--- config.mk ---
export PLATFORM = sky130hd
export DESIGN_NAME = lift_seq_flat
export DESIGN_NICKNAME = d
export VERILOG_FILES = /design/src/rtl/lift_pkg.sv /design/src/rtl/lift_seq_if.sv /design/src/rtl/lift_addr_gen.sv /design/src/rtl/lift_seq.sv /design/src/flat_wrapper.sv
export SDC_FILE = /design/constraint.sdc
export NUM_CORES = 1
export LEC_CHECK = 0
export ABC_AREA = 1
export ABC_CLOCK_PERIOD_IN_PS = 3200
export BUFFER_PORTS_ARGS = -buffer_cell sky130_fd_sc_hd__clkbuf_2
export CAP_MARGIN = 0
export CORE_ASPECT_RATIO = 2
export CORE_MARGIN = 2
export CORE_UTILIZATION = 45
export DETAILED_ROUTE_END_ITERATION = 8
export PLACE_DENSITY = 0.67
export REMOVE_ABC_BUFFERS = 1
export SETUP_SLACK_MARGIN = 0.3
export SYNTH_ARGS = -nofsm -noshare
export SYNTH_HDL_FRONTEND = slang
export SYNTH_SLANG_ARGS = --single-unit
--- constraint.sdc ---
create_clock -name clk -period 3.2 [get_ports clk]
set_input_delay 0.48 -clock clk [delete_from_list [all_inputs] [get_ports clk]]
set_output_delay 0.48 -clock clk [all_outputs]
set_load 0.005 [all_outputs]
--- src/rtl/lift_pkg.sv ---
// Shared types and limits for the lifting-pass sequencer.
// Holds the FSM state set, the address width and the legal row-length range.
package lift_pkg;

  localparam int ADDR_W = 7;

  typedef logic [ADDR_W-1:0] addr_t;

  localparam addr_t MIN_LEN = 7'd4;
  localparam addr_t MAX_LEN = 7'd126;

  typedef enum logic [2:0] {
    IDLE,
    RD1,
    WR1,
    RD2,
    WR2,
    DONE
  } state_e;

  // A row is legal when it is even and within the supported range.
  function automatic logic len_ok(input addr_t n);
    return (n[0] == 1'b0) && (n >= MIN_LEN) && (n <= MAX_LEN);
  endfunction

  // First sample index of a pass: 1 for the odd pass, 0 for the even pass.
  function automatic addr_t first_idx(input logic odd);
    return {{(ADDR_W-1){1'b0}}, odd};
  endfunction

endpackage

--- src/rtl/lift_seq_if.sv ---
// Control/address bundle between the row sequencer and its requester/datapath.
// master drives requests and hold; slave (the sequencer) drives addresses and status.
interface lift_seq_if;
  import lift_pkg::*;

  logic  start;
  logic  fwd_inv_in;
  addr_t row_len;
  logic  hold;

  addr_t pix_addr_l;
  addr_t pix_addr_sam;
  addr_t pix_addr_r;
  logic  pix_we;
  logic  pix_even_odd;
  logic  pix_fwd_inv;
  logic  busy;
  logic  done;
  logic  err;

  modport master (
    output start, fwd_inv_in, row_len, hold,
    input  pix_addr_l, pix_addr_sam, pix_addr_r, pix_we,
    input  pix_even_odd, pix_fwd_inv, busy, done, err
  );

  modport slave (
    input  start, fwd_inv_in, row_len, hold,
    output pix_addr_l, pix_addr_sam, pix_addr_r, pix_we,
    output pix_even_odd, pix_fwd_inv, busy, done, err
  );

endinterface

--- src/rtl/lift_addr_gen.sv ---
// Neighbour address generator with symmetric extension at both row edges.
// Sample 0 mirrors its left neighbour to 1; sample N-1 mirrors its right to N-2.
module lift_addr_gen
  import lift_pkg::*;
(
  input  addr_t i_i,
  input  addr_t i_n,
  output addr_t o_l,
  output addr_t o_sam,
  output addr_t o_r
);

  assign o_sam = i_i;
  assign o_l   = (i_i == '0) ? 7'd1 : (i_i - 7'd1);
  assign o_r   = (i_i == (i_n - 7'd1)) ? (i_n - 7'd2) : (i_i + 7'd1);

endmodule

--- src/rtl/lift_seq.sv ---
// Row sequencer for a two-pass lifting transform: walks one parity pass then the
// other, two cycles per sample (read, then write-back), with a consumer stall.
module lift_seq
  import lift_pkg::*;
(
  input  logic       clk,
  input  logic       rst,
  lift_seq_if.slave  bus
);

  state_e r_state, w_state_nxt;
  addr_t  r_idx,   w_idx_nxt;
  addr_t  r_len,   w_len_nxt;
  logic   r_fwd_inv, w_fwd_inv_nxt;
  logic   r_odd,   w_odd_nxt;
  logic   r_err,   w_err_nxt;

  logic   w_active;
  logic   w_wr;
  logic   w_last;
  addr_t  w_l, w_sam, w_r;

  // Last sample of a pass is N-2 for the even pass and N-1 for the odd pass.
  assign w_last = (r_idx == (r_len - 7'd2 + first_idx(r_odd)));

  always_comb begin
    // NOTE: every next-state signal gets a default first so no path infers a latch.
    w_state_nxt   = r_state;
    w_idx_nxt     = r_idx;
    w_len_nxt     = r_len;
    w_fwd_inv_nxt = r_fwd_inv;
    w_odd_nxt     = r_odd;
    w_err_nxt     = 1'b0;

    case (r_state)
      IDLE: begin
        if (bus.start) begin
          if (len_ok(bus.row_len)) begin
            w_len_nxt     = bus.row_len;
            w_fwd_inv_nxt = bus.fwd_inv_in;
            w_odd_nxt     = bus.fwd_inv_in;
            w_idx_nxt     = first_idx(bus.fwd_inv_in);
            w_state_nxt   = RD1;
          end else begin
            w_err_nxt = 1'b1;
          end
        end
      end
      RD1: if (!bus.hold) w_state_nxt = WR1;
      WR1: begin
        if (!bus.hold) begin
          if (w_last) begin
            w_odd_nxt   = ~r_odd;
            w_idx_nxt   = first_idx(~r_odd);
            w_state_nxt = RD2;
          end else begin
            w_idx_nxt   = r_idx + 7'd2;
            w_state_nxt = RD1;
          end
        end
      end
      RD2: if (!bus.hold) w_state_nxt = WR2;
      WR2: begin
        if (!bus.hold) begin
          if (w_last) begin
            w_state_nxt = DONE;
          end else begin
            w_idx_nxt   = r_idx + 7'd2;
            w_state_nxt = RD2;
          end
        end
      end
      DONE:    w_state_nxt = IDLE;
      default: w_state_nxt = IDLE;
    endcase
  end

  always_ff @(posedge clk) begin
    // NOTE: sequential state uses non-blocking assignments only.
    if (rst) begin
      r_state   <= IDLE;
      r_idx     <= '0;
      r_len     <= '0;
      r_fwd_inv <= 1'b0;
      r_odd     <= 1'b0;
      r_err     <= 1'b0;
    end else begin
      r_state   <= w_state_nxt;
      r_idx     <= w_idx_nxt;
      r_len     <= w_len_nxt;
      r_fwd_inv <= w_fwd_inv_nxt;
      r_odd     <= w_odd_nxt;
      r_err     <= w_err_nxt;
    end
  end

  lift_addr_gen u_addr_gen (
    .i_i   (r_idx),
    .i_n   (r_len),
    .o_l   (w_l),
    .o_sam (w_sam),
    .o_r   (w_r)
  );

  assign w_active = (r_state == RD1) || (r_state == WR1) ||
                    (r_state == RD2) || (r_state == WR2);
  assign w_wr     = (r_state == WR1) || (r_state == WR2);

  // Addresses read as zero outside a row so idle/reset outputs are quiet.
  assign bus.pix_addr_l   = w_active ? w_l   : '0;
  assign bus.pix_addr_sam = w_active ? w_sam : '0;
  assign bus.pix_addr_r   = w_active ? w_r   : '0;
  assign bus.pix_we       = w_wr && !bus.hold;
  assign bus.pix_even_odd = w_active && r_odd;
  assign bus.pix_fwd_inv  = r_fwd_inv;
  assign bus.busy         = w_active;
  assign bus.done         = (r_state == DONE);
  assign bus.err          = r_err;

endmodule
--- src/flat_wrapper.sv ---
// flat-port wrapper written by rule: the top's interface ports become plain ports
module lift_seq_flat import lift_pkg::*;
  (clk, rst, bus_start, bus_fwd_inv_in, bus_row_len, bus_hold, bus_pix_addr_l, bus_pix_addr_sam, bus_pix_addr_r, bus_pix_we, bus_pix_even_odd, bus_pix_fwd_inv, bus_busy, bus_done, bus_err);
  lift_seq_if bus_i ();
  input  logic clk;
  input  logic rst;
  input wire logic [$bits(bus_i.start)-1:0] bus_start;
  input wire logic [$bits(bus_i.fwd_inv_in)-1:0] bus_fwd_inv_in;
  input wire logic [$bits(bus_i.row_len)-1:0] bus_row_len;
  input wire logic [$bits(bus_i.hold)-1:0] bus_hold;
  output wire logic [$bits(bus_i.pix_addr_l)-1:0] bus_pix_addr_l;
  output wire logic [$bits(bus_i.pix_addr_sam)-1:0] bus_pix_addr_sam;
  output wire logic [$bits(bus_i.pix_addr_r)-1:0] bus_pix_addr_r;
  output wire logic [$bits(bus_i.pix_we)-1:0] bus_pix_we;
  output wire logic [$bits(bus_i.pix_even_odd)-1:0] bus_pix_even_odd;
  output wire logic [$bits(bus_i.pix_fwd_inv)-1:0] bus_pix_fwd_inv;
  output wire logic [$bits(bus_i.busy)-1:0] bus_busy;
  output wire logic [$bits(bus_i.done)-1:0] bus_done;
  output wire logic [$bits(bus_i.err)-1:0] bus_err;
  assign bus_i.start = bus_start;
  assign bus_i.fwd_inv_in = bus_fwd_inv_in;
  assign bus_i.row_len = bus_row_len;
  assign bus_i.hold = bus_hold;
  assign bus_pix_addr_l = bus_i.pix_addr_l;
  assign bus_pix_addr_sam = bus_i.pix_addr_sam;
  assign bus_pix_addr_r = bus_i.pix_addr_r;
  assign bus_pix_we = bus_i.pix_we;
  assign bus_pix_even_odd = bus_i.pix_even_odd;
  assign bus_pix_fwd_inv = bus_i.pix_fwd_inv;
  assign bus_busy = bus_i.busy;
  assign bus_done = bus_i.done;
  assign bus_err = bus_i.err;
  lift_seq u_core (.clk(clk), .rst(rst), .bus(bus_i));
endmodule
==> results.txt, run 1 <==
----------------------------------------------------
[Run status]
  Run status ... completed

[Place]
  Dpl cells ... 417
  Placed cell area ... about 0.0022 mm2
  Placer congestion estimate ... between 0.9 and 1
  Number of input and output port buffers inserted ... 38
  Estimated wirelength of the detail-placed design ... 4.223 mm

[Yosys]
  Yosys Warn Count ... 0
  Distinct cell type count after synthesis ... 27
  Dominant combinational cell family by area after synthesis ... simple AND/OR/NAND/NOR gates
  Share of the synthesized area in the top cell type ... 0.2015
  Leading cell types by total area after synthesis ... sky130_fd_sc_hd__dfxtp_1 20%, sky130_fd_sc_hd__nand2_1 15%, sky130_fd_sc_hd__nor2_1 11%, sky130_fd_sc_hd__ha_1 6.9%, sky130_fd_sc_hd__inv_1 6.8%
  Area of the mapped netlist ... about 0.002 mm2
  Cell type with the largest total area after synthesis ... sky130_fd_sc_hd__dfxtp_1
  Share of synthesized cell area in and, or, nand and nor gates ... 0.4320
  Post-synthesis cell count ... between 300 and 400
  Number of synthesized register bits ... 20
  Predominant post-synthesis flop cell ... sky130_fd_sc_hd__dfxtp_1
  Number of flops mapped to enable cells by yosys ... 0
  Fraction of synthesized cell area in xor and xnor cells ... 0.09257
  Async set-reset flop share out of synthesis ... 0
  Adder and majority gate portion of the synthesized area ... 0.06927
  Complex-gate fraction of the synthesized area ... 0.1008
  Synthesized area per cell ... 6.003 um2
  Mux contribution to synthesized area ... 0
  Share of synthesized area occupied by flip-flops and latches ... 0.2015

[GRT]
  Wire length of the first global-routing pass ... 8.811 mm
  Number of antenna violations at the first check in global routing ... 0
  Vias in the first global route ... a little over 2000
  Busiest grt layer ... met2
  Met1 layer usage reported by global route ... 0.2192
  Pin count of the biggest net entering global routing ... 13
  Met3 routing resource usage after global routing ... 0.01529
  Met2 Track Usage GR ... 0.4515
  Overall fraction of global-route tracks in use ... 0.2247
  Global route total overflow ... 0

[Layout]
  Area added between synthesis and finish ... 13.73%
  Share of post-route cells with drive strength above 1 ... 0.1967
  Area of all placed cells without fillers ... ~0.0023 mm2
  NumNets Final ... between 300 and 400
  Antenna Cells ... 0
  Number of cells in the finished layout apart from fillers ... 420

[Critical path]
  Critical Path End Type ... primary output
  Worst reg2reg startpoint ... u_core.r_len[1]
  Cell class contributing the biggest share of worst-path delay ... simple AND/OR/NAND/NOR gates
  Largest fanout on the critical path ... 7
  Cell with the largest stage delay on the worst path ... sky130_fd_sc_hd__dfxtp_2
  Required time of the worst setup path ... around 2.7 ns
  Critical path start-end classification ... flip-flop to primary output
  Worst reg-to-reg setup slack ... roughly 1.1 ns
  CP cell instances ... inv_1 -> ha_2 -> inv_1 -> nand2_2 -> nand2_1 -> nand2_1 -> a21oi_1 -> nor4_1 -> nand2_1 -> inv_2 -> nand2_1 -> o21ai_0 -> nor2_1 -> clkbuf_2
  Crit path top cell by count ... sky130_fd_sc_hd__nand2_1
  Arrival time reported for the critical path endpoint ... about 2.2 ns
  Total buffers and inverters traversed by the critical path ... 4
  CP max stage delay ... between 0.3 and 0.4 ns
  Type of element launching the critical path ... flip-flop
  Number of cells on the worst reg-to-reg path ... 13
  Worst flop-to-flop path endpoint ... u_core.r_idx[1]
  Startpoint of the worst setup timing path ... u_core.r_len[2]

[Routing]
  DRC violation total after the first TritonRoute iteration ... 31
  DRC violations left ... 0
  Vias after detailed routing ... between 2000 and 2500
  Via density per instance ... about 5.1
  Pre-antenna DRT Iters ... 4
  Average wire per standard cell ... 12.03 um
  Aggregate routed wire length ... approximately 5.1 mm
  DRT antenna net count ... 0

[Floorplanning]
  Die Span Y ... between 90 and 100 um
  Starting density of the core ... 0.4624
  Row cnt ... 34
  Die area ... roughly 0.005 mm2
  Die span in x ... roughly 50 um
  Core area ... about 0.0043 mm2
  # IOs ... 39

[STA]
  Share of the clock period used by the worst path ... 0.8303
  Setup Skew ... about 0.0082 ns
  Slew Limit Fails ... 0
  Total Neg Setup Slack ... 0 ns
  Setup repair after global routing missed its margin ... false
  Final number of setup-violating endpoints ... 0
  Fmax ... 376.4 MHz
  Worst max-slew margin expressed relative to the limit ... 0.7384
  Hold violation count in the final report ... 0
  Fin Hold WS ... about 0.45 ns
  Clock period minus worst slack ... about 2.7 ns
  Slew at the pin closest to its max-slew limit ... approximately 0.39 ns

[Clock tree]
  Clock-pin slew of the registers on the worst-case setup and hold paths ... 0.08 ns
  Clk sink count ... 20
  Longest Clk Path Bufs ... 2
  Total number of H-tree levels ... 1
  Clk_lat worst skew ... ~0.26 ns
  CTS tree ... yes
  Total CTS buffers ... 3
  Library cell used as clock root buffer ... sky130_fd_sc_hd__clkbuf_8
  CTS Hold Bufs ... 0

[Hold path]
  Capture endpoint of the worst hold path ... u_core.r_state[1]
  Min-Delay Startpoint ... rst
  Cell depth of the worst min-delay path ... 2
  Hold WC Path Type ... primary input to flip-flop

[Power]
  Leak pwr ... 1.174 nW
  Worst vdd rail ir drop ... 0.0005310 V
  P per Cell Area ... a little under 800 mW/mm2

[Run]
  Max Cap Viol ... 0

----------------------------------------------------
[worst max path at each step]
stage | cells after the start | end | slack (ns)
after floorplan | 12 | bus_pix_addr_r[6] | 0.99
after global placement | 14 | bus_pix_addr_r[3] | 0.67
after detailed placement | 14 | bus_pix_addr_r[6] | 0.60
after CTS | 14 | bus_pix_addr_r[6] | 0.31
after global routing | 11 | bus_pix_addr_r[3] | 0.30
final | 14 | bus_pix_addr_r[6] | 0.54
[area by class of cell]
cell class / instances / area (um2)
fillers: 497 / 2037
multi-input cells: 261 / 1383
flip-flops and latches: 20 / 402.9
repair buffers: 40 / 205.2
inverters: 42 / 160.2
well taps: 54 / 67.56
clock buffers: 3 / 41.29
[per-layer routing]
metal,vias up,part of all wire
met3,10,0.034
met1,960,0.36
li1,1121,-
met4,0,0.031
met5,-,0
met2,49,0.57
[synthesized netlist by cell type, types with 2 or more instances]
master,instances
sky130_fd_sc_hd__nor2_2,2
sky130_fd_sc_hd__a31oi_1,2
sky130_fd_sc_hd__inv_2,6
sky130_fd_sc_hd__nand2_2,9
sky130_fd_sc_hd__xor2_1,13
sky130_fd_sc_hd__nor2_4,3
sky130_fd_sc_hd__nand2_1,77
sky130_fd_sc_hd__nand4_1,4
sky130_fd_sc_hd__a21oi_1,15
sky130_fd_sc_hd__o21ai_0,19
sky130_fd_sc_hd__clkbuf_1,2
sky130_fd_sc_hd__xnor2_1,8
sky130_fd_sc_hd__ha_1,11
sky130_fd_sc_hd__buf_2,3
sky130_fd_sc_hd__nor2_1,59
sky130_fd_sc_hd__nor4_1,2
sky130_fd_sc_hd__nor3_1,6
sky130_fd_sc_hd__nand3_1,25
sky130_fd_sc_hd__dfxtp_1,20
sky130_fd_sc_hd__buf_4,2
sky130_fd_sc_hd__inv_1,36
sky130_fd_sc_hd__nand3_2,2
[cell usage in the layout (no fill, tap or decap), drive strengths merged]
cell,count
inv,42
nand2,87
a31oi,2
dfxtp,20
xor2,13
ha,11
clkbuf,41
nand4,5
nor4,2
xnor2,8
nor2,64
a2bb2oi,1
o21ai,20
nor3,6
a21oi,15
nand3,27
buf,2
[repair_timing]
action                                  CTS  global route
setup buffers                             0             0
endpoints found under the setup margin    0             6
gates resized for setup                   0             5
endpoints found under the hold margin     0             0
[where the power goes]
| part | switching (mW) | leakage, nW | internal (mW) |
|---|---|---|---|
| Clock | 0.0836 | 0.0216 | 0.0839 |
| Combinational | 0.790 | 0.988 | 0.438 |
| Sequential | 0.0745 | 0.164 | 0.307 |
[sequential cells by signal (all words and copies together), names as in the netlist]
name / cells
u_core.bus.err: 1
u_core.bus.pix_fwd_inv: 1
u_core.r_idx: 7
u_core.r_len: 7
u_core.r_odd: 1
u_core.r_state: 3
[cell families after synthesis]
family | Yosys count
DFF | 20
buffers and inverters | 50
AOI/OAI and AO/OA | 38
and+or+nand+nor | 191
adders and majority gates | 11
xor gates and xnor gates | 21
[stage by stage]
stage,utilization,power [mW],worst slack [ns]
final,0.5259,1.777,0.5429
after detailed placement,0.5146,1.617,0.5963
after floorplan,-,1.278,0.9885
after global routing,0.5259,1.978,0.3049
after CTS,0.5242,1.788,0.3079
after global placement,0.5146,1.605,0.6680
No activity file was read; power rests on OpenSTA's default activity.
==> inputs of run 2 (changes only) <==
--- a/config.mk
+++ b/config.mk
@@ -5,15 +5,15 @@
 export SDC_FILE = /design/constraint.sdc
 export NUM_CORES = 1
 export LEC_CHECK = 0
-export ABC_AREA = 1
-export ABC_CLOCK_PERIOD_IN_PS = 3200
+export ABC_AREA = 0
+export ABC_CLOCK_PERIOD_IN_PS = 2400
 export BUFFER_PORTS_ARGS = -buffer_cell sky130_fd_sc_hd__clkbuf_2
 export CAP_MARGIN = 0
 export CORE_ASPECT_RATIO = 2
 export CORE_MARGIN = 2
 export CORE_UTILIZATION = 45
 export DETAILED_ROUTE_END_ITERATION = 8
-export PLACE_DENSITY = 0.67
+export PLACE_DENSITY = 0.7
 export REMOVE_ABC_BUFFERS = 1
 export SETUP_SLACK_MARGIN = 0.3
 export SYNTH_ARGS = -nofsm -noshare
==> constraint.sdc (replaced) <==
create_clock -name clk -period 2.4 [get_ports clk]
set_input_delay 0.36 -clock clk [delete_from_list [all_inputs] [get_ports clk]]
set_output_delay 0.36 -clock clk [all_outputs]
set_load 0.005 [all_outputs]
==> run 2 against run 1 <==
Against the previous run: the flow now finishes with violations (setup timing); sequential power is 3% lower; clock power is 110% higher; cell area grew 14%; via count down 9.4%; global-route usage fell by 0.55 points; sequential share of layout area is 2.0 points lower; largest cell class unchanged; highest routed layer unchanged.
==> results.txt, run 2 <==
----------------------------------------------------
[Run status]
  Run status ... finished with violations
  Violations in the final reports ... setup timing

[Yosys]
  Leading cell types by total area after synthesis ... sky130_fd_sc_hd__dfxtp_1 20%, sky130_fd_sc_hd__xnor2_1 9.8%, sky130_fd_sc_hd__nor2_1 8.2%, sky130_fd_sc_hd__xor2_1 8.1%, sky130_fd_sc_hd__ha_1 7.0%
  Predominant post-synthesis flop cell ... sky130_fd_sc_hd__dfxtp_1
  Async set-reset flop share out of synthesis ... 0 (unchanged)
  Share of the synthesized area in the top cell type ... 0.2045 (+0.002962)
  Share of synthesized area occupied by flip-flops and latches ... 0.2045 (+0.002962)
  Top cells by instance count after synthesis ... 43 x sky130_fd_sc_hd__nor2_1, 22 x sky130_fd_sc_hd__xnor2_1, 20 x sky130_fd_sc_hd__dfxtp_1, 20 x sky130_fd_sc_hd__nand2_1, 18 x sky130_fd_sc_hd__xor2_1
  Post-synthesis cell count ... 253 (-24%)
  Yosys Warn Count ... 0 (unchanged)
  Number of flops mapped to enable cells by yosys ... 0 (unchanged)
  Number of synthesized register bits ... 20 (unchanged)
  Distinct cell type count after synthesis ... 48 (+78%)
  Most frequently used cell type in the post-synthesis netlist ... sky130_fd_sc_hd__nor2_1
  Area of the mapped netlist ... 0.001958 mm2 (-1.4%)
  Cell type with the largest total area after synthesis ... sky130_fd_sc_hd__dfxtp_1
  Synthesized area per cell ... 7.740 um2 (+29%)

[Layout]
  Area taken by multi-input logic gates ... 0.001562 mm2 (+13%)
  Most used cells in the layout excluding fill and tap cells ... 41 x sky130_fd_sc_hd__nor2_1, 32 x sky130_fd_sc_hd__clkbuf_2, 25 x sky130_fd_sc_hd__buf_4, 19 x sky130_fd_sc_hd__nand2_1
  Area occupied by registers ... 407.9 um2 (+1.2%)
  Area of all placed cells without fillers ... 0.002575 mm2 (+14%)
  Most common cell after layout, fill and taps aside ... sky130_fd_sc_hd__nor2_1
  Share of post-route cells with drive strength above 1 ... 0.3669 (+0.1702)
  Antenna Cells ... 0 (unchanged)
  Leading registers by flop count ... u_core.r_idx (7), u_core.r_len (7), u_core.r_state (3)
  Area added between synthesis and finish ... 31.50%
  Fill cell instance count of the final layout ... 391 (-21%)
  NumNets Final ... 332 (-15%)

[Place]
  Number of input and output port buffers inserted ... 38 (unchanged)
  Placer congestion estimate ... 0.9213 (-0.21%)
  Placed cell area ... 0.002260 mm2 (+2.2%)
  Worst slack after detailed placement ... -0.1386 ns (-0.7349 ns)
  Estimated wirelength of the detail-placed design ... 3.783 mm (-10%)

[STA]
  Total Neg Setup Slack ... -1.595 ns (-1.595 ns)
  Setup Skew ... 0.01338 ns (+0.005174 ns)
  Setup repair after global routing missed its margin ... true
  Final number of setup-violating endpoints ... 15 (+15)
  Slew at the pin closest to its max-slew limit ... 0.5001 ns (+0.1107 ns)
  Share of the clock period used by the worst path ... 1.061
  Clock period minus worst slack ... roughly 2.5 ns
  Worst-case setup margin in the final layout ... -0.1454 ns (-0.6883 ns)
  Fmax ... 392.9 MHz
  Worst max-slew margin expressed relative to the limit ... 0.6666 (-0.07182)
  Hold violation count in the final report ... 0 (unchanged)
  Slew Limit Fails ... 0 (unchanged)

[Clock tree]
  Total number of H-tree levels ... 1 (unchanged)
  Clk_lat worst skew ... 0.28 ns (+0.02 ns)
  Total CTS buffers ... 3 (unchanged)
  Longest Clk Path Bufs ... 2 (unchanged)
  Clock-pin slew of the registers on the worst-case setup and hold paths ... 0.08 ns (about the same)
  Library cell used as clock root buffer ... sky130_fd_sc_hd__clkbuf_8
  CTS tree ... yes
  Clk sink count ... 20 (unchanged)

[Critical path]
  Worst reg2reg startpoint ... u_core.r_len[1]
  Largest fanout on the critical path ... 4 (-3)
  Type of element launching the critical path ... flip-flop
  Critical Path End Type ... flip-flop
  Arrival time reported for the critical path endpoint ... 2.71 ns (+0.53 ns)
  Number of cells on the worst reg-to-reg path ... 11 (-2)
  Worst flop-to-flop path endpoint ... u_core.r_idx[3]
  Worst reg-to-reg setup slack ... -0.15 ns (-1.29 ns)
  Critical path start-end classification ... flip-flop to flip-flop
  Required time of the worst setup path ... 2.56 ns (-0.16 ns)

[Hold path]
  Hold WC Path Type ... primary input to flip-flop
  Capture endpoint of the worst hold path ... u_core.bus.pix_fwd_inv
  Cell depth of the worst min-delay path ... 3 (+1)
  Min-Delay Startpoint ... bus_fwd_inv_in

[Floorplanning]
  Die Span Y ... 97.29 um (-0.69%)
  # IOs ... 39 (unchanged)
  Die area ... 0.004927 mm2 (-1.4%)
  Core area ... 0.004254 mm2 (-0.99%)
  Die span in x ... 50.65 um (-0.67%)
  Row cnt ... 34 (unchanged)
  Starting density of the core ... 0.4603 (-0.002140)

[Power]
  Clock network fraction of total power ... 0.326 (+0.232)
  Fraction of power spent switching nets ... 0.3054 (-0.2283)
  Leak pwr ... 1.120 nW (-4.6%)
  P per Cell Area ... 414.9 mW/mm2 (-47%)
  Worst vdd rail ir drop ... 0.0006081 V (+15%)
  Power spent charging and discharging nets ... 0.3263 mW (-66%)
  Combinational share of power ... 0.328 (-0.363)
  Internal power of the cells ... 0.7421 mW (-10%)
  Part of the power in registers ... 0.347 (+0.132)

[Routing]
  DRC violations left ... 0 (unchanged)
  Vias after detailed routing ... 1938 (-9.4%)
  DRT antenna net count ... 0 (unchanged)
  Average wire per standard cell ... 15.04 um (+25%)
  Via density per instance ... 5.354 (+5.1%)
  Aggregate routed wire length ... 5.446 mm (+7.8%)
  DRC violation total after the first TritonRoute iteration ... 30 (-3.2%)
  Pre-antenna DRT Iters ... 4 (unchanged)

[GRT]
  Overall fraction of global-route tracks in use ... 0.2192 (-0.005454)
  Global route total overflow ... 0 (unchanged)
  Wire length of the first global-routing pass ... 8.549 mm (-3.0%)
  Number of antenna violations at the first check in global routing ... 0 (unchanged)
  Vias in the first global route ... 1844 (-11%)
  Pin count of the biggest net entering global routing ... 19 (+6)

[Run]
  Max Cap Viol ... 0 (unchanged)

----------------------------------------------------
-- run 2: per-stage QoR --
| stage | cells | hold WS [ns] | power, mW | utilization |
|---|---|---|---|---|
| floorplan | 237 | 0.4291 | 0.5609 | - |
| global placement | 350 | 0.4576 | 0.6463 | 0.5312 |
| detailed placement | 350 | 0.4781 | 0.6545 | 0.5312 |
| CTS | 362 | 0.3544 | 1.035 | 0.5850 |
| global route | 362 | 0.3666 | 1.114 | 0.6053 |
| finish | 362 | 0.3446 | 1.068 | 0.6053 |
-- run 2: worst max path at each step --
| stage | from | end | slack, ns | cells past startpoint |
|---|---|---|---|---|
| 4_1_cts | u_core.r_len[2] | bus_pix_addr_r[2] | -0.12 | 13 |
| 2_1_floorplan | u_core.r_len[1] | u_core.r_idx[0] | -0.15 | 10 |
| 5_1_grt | u_core.r_odd | u_core.r_idx[6] | -0.23 | 11 |
| 6_report | u_core.r_len[1] | u_core.r_idx[3] | -0.15 | 11 |
| 3_5_place_dp | u_core.r_len[1] | u_core.r_idx[0] | -0.14 | 10 |
| 3_3_place_gp | u_core.r_len[1] | u_core.r_odd | -0.05 | 10 |
-- run 2: worst max-delay path, stage by stage (launching register included) --
cell and delay [ns]:
sky130_fd_sc_hd__dfxtp_2 0.35, sky130_fd_sc_hd__inv_4 0.05, sky130_fd_sc_hd__ha_1 0.33, sky130_fd_sc_hd__and3b_2 0.24, sky130_fd_sc_hd__mux2i_4 0.17, sky130_fd_sc_hd__buf_4 0.15
sky130_fd_sc_hd__nand2_1 0.05, sky130_fd_sc_hd__a211o_2 0.38, sky130_fd_sc_hd__a31oi_4 0.26, sky130_fd_sc_hd__o22ai_1 0.18, sky130_fd_sc_hd__a21boi_1 0.17, sky130_fd_sc_hd__o22ai_1 0.09
-- run 2: per-layer routing --
layer	vias to the layer above	GRT usage	part of all wire
li1	962	-	-
met5	-	0	0
met4	0	0.08316	0.041
met3	16	0.01846	0.033
met1	901	0.2519	0.38
met2	59	0.4018	0.54
-- run 2: cell type report --
| class | count | share of cell area |
|---|---|---|
| tap | 54 | 0.02624 |
| inverter | 11 | 0.01701 |
| sequential | 20 | 0.1584 |
| timing repair buffer | 67 | 0.1642 |
| multi-input combinational | 206 | 0.6064 |
| clock buffer | 3 | 0.01603 |
| clock inverter | 1 | 0.01166 |
-- run 2: cells by family (layout without fill, tap and decap cells) --
kind of cell               count (synthesis)  count (layout)  share of synthesized area
muxes                                     10              10                    0.05112
buffers and inverters                     27              82                    0.07923
DFF                                       20              20                     0.2045
and+or+nand+nor                          111             111                     0.2863
xor gates and xnor gates                  40              40                     0.1789
adders and majority gates                 11              11                    0.07029
AOI/OAI and AO/OA                         34              34                     0.1297
-- run 2: power by group through the flow --
stage                     Sequential (mW)  Combinational [mW]  Clock (mW)
final                               0.370               0.350       0.348
after floorplan                     0.372               0.189           0
after detailed placement            0.374               0.281           0
after global routing                0.373               0.383       0.358
after CTS                           0.367               0.323       0.345
after global placement              0.373               0.273           0
-- run 2: what timing repair did --
action / 4_1_cts / 5_1_grt
gates resized for setup: 28 / 24
gates cloned: 1 / 0
pin swaps: 16 / 9
setup buffers: 7 / 0
endpoints found under the setup margin: 22 / 22
hold buffers: 0 / 0
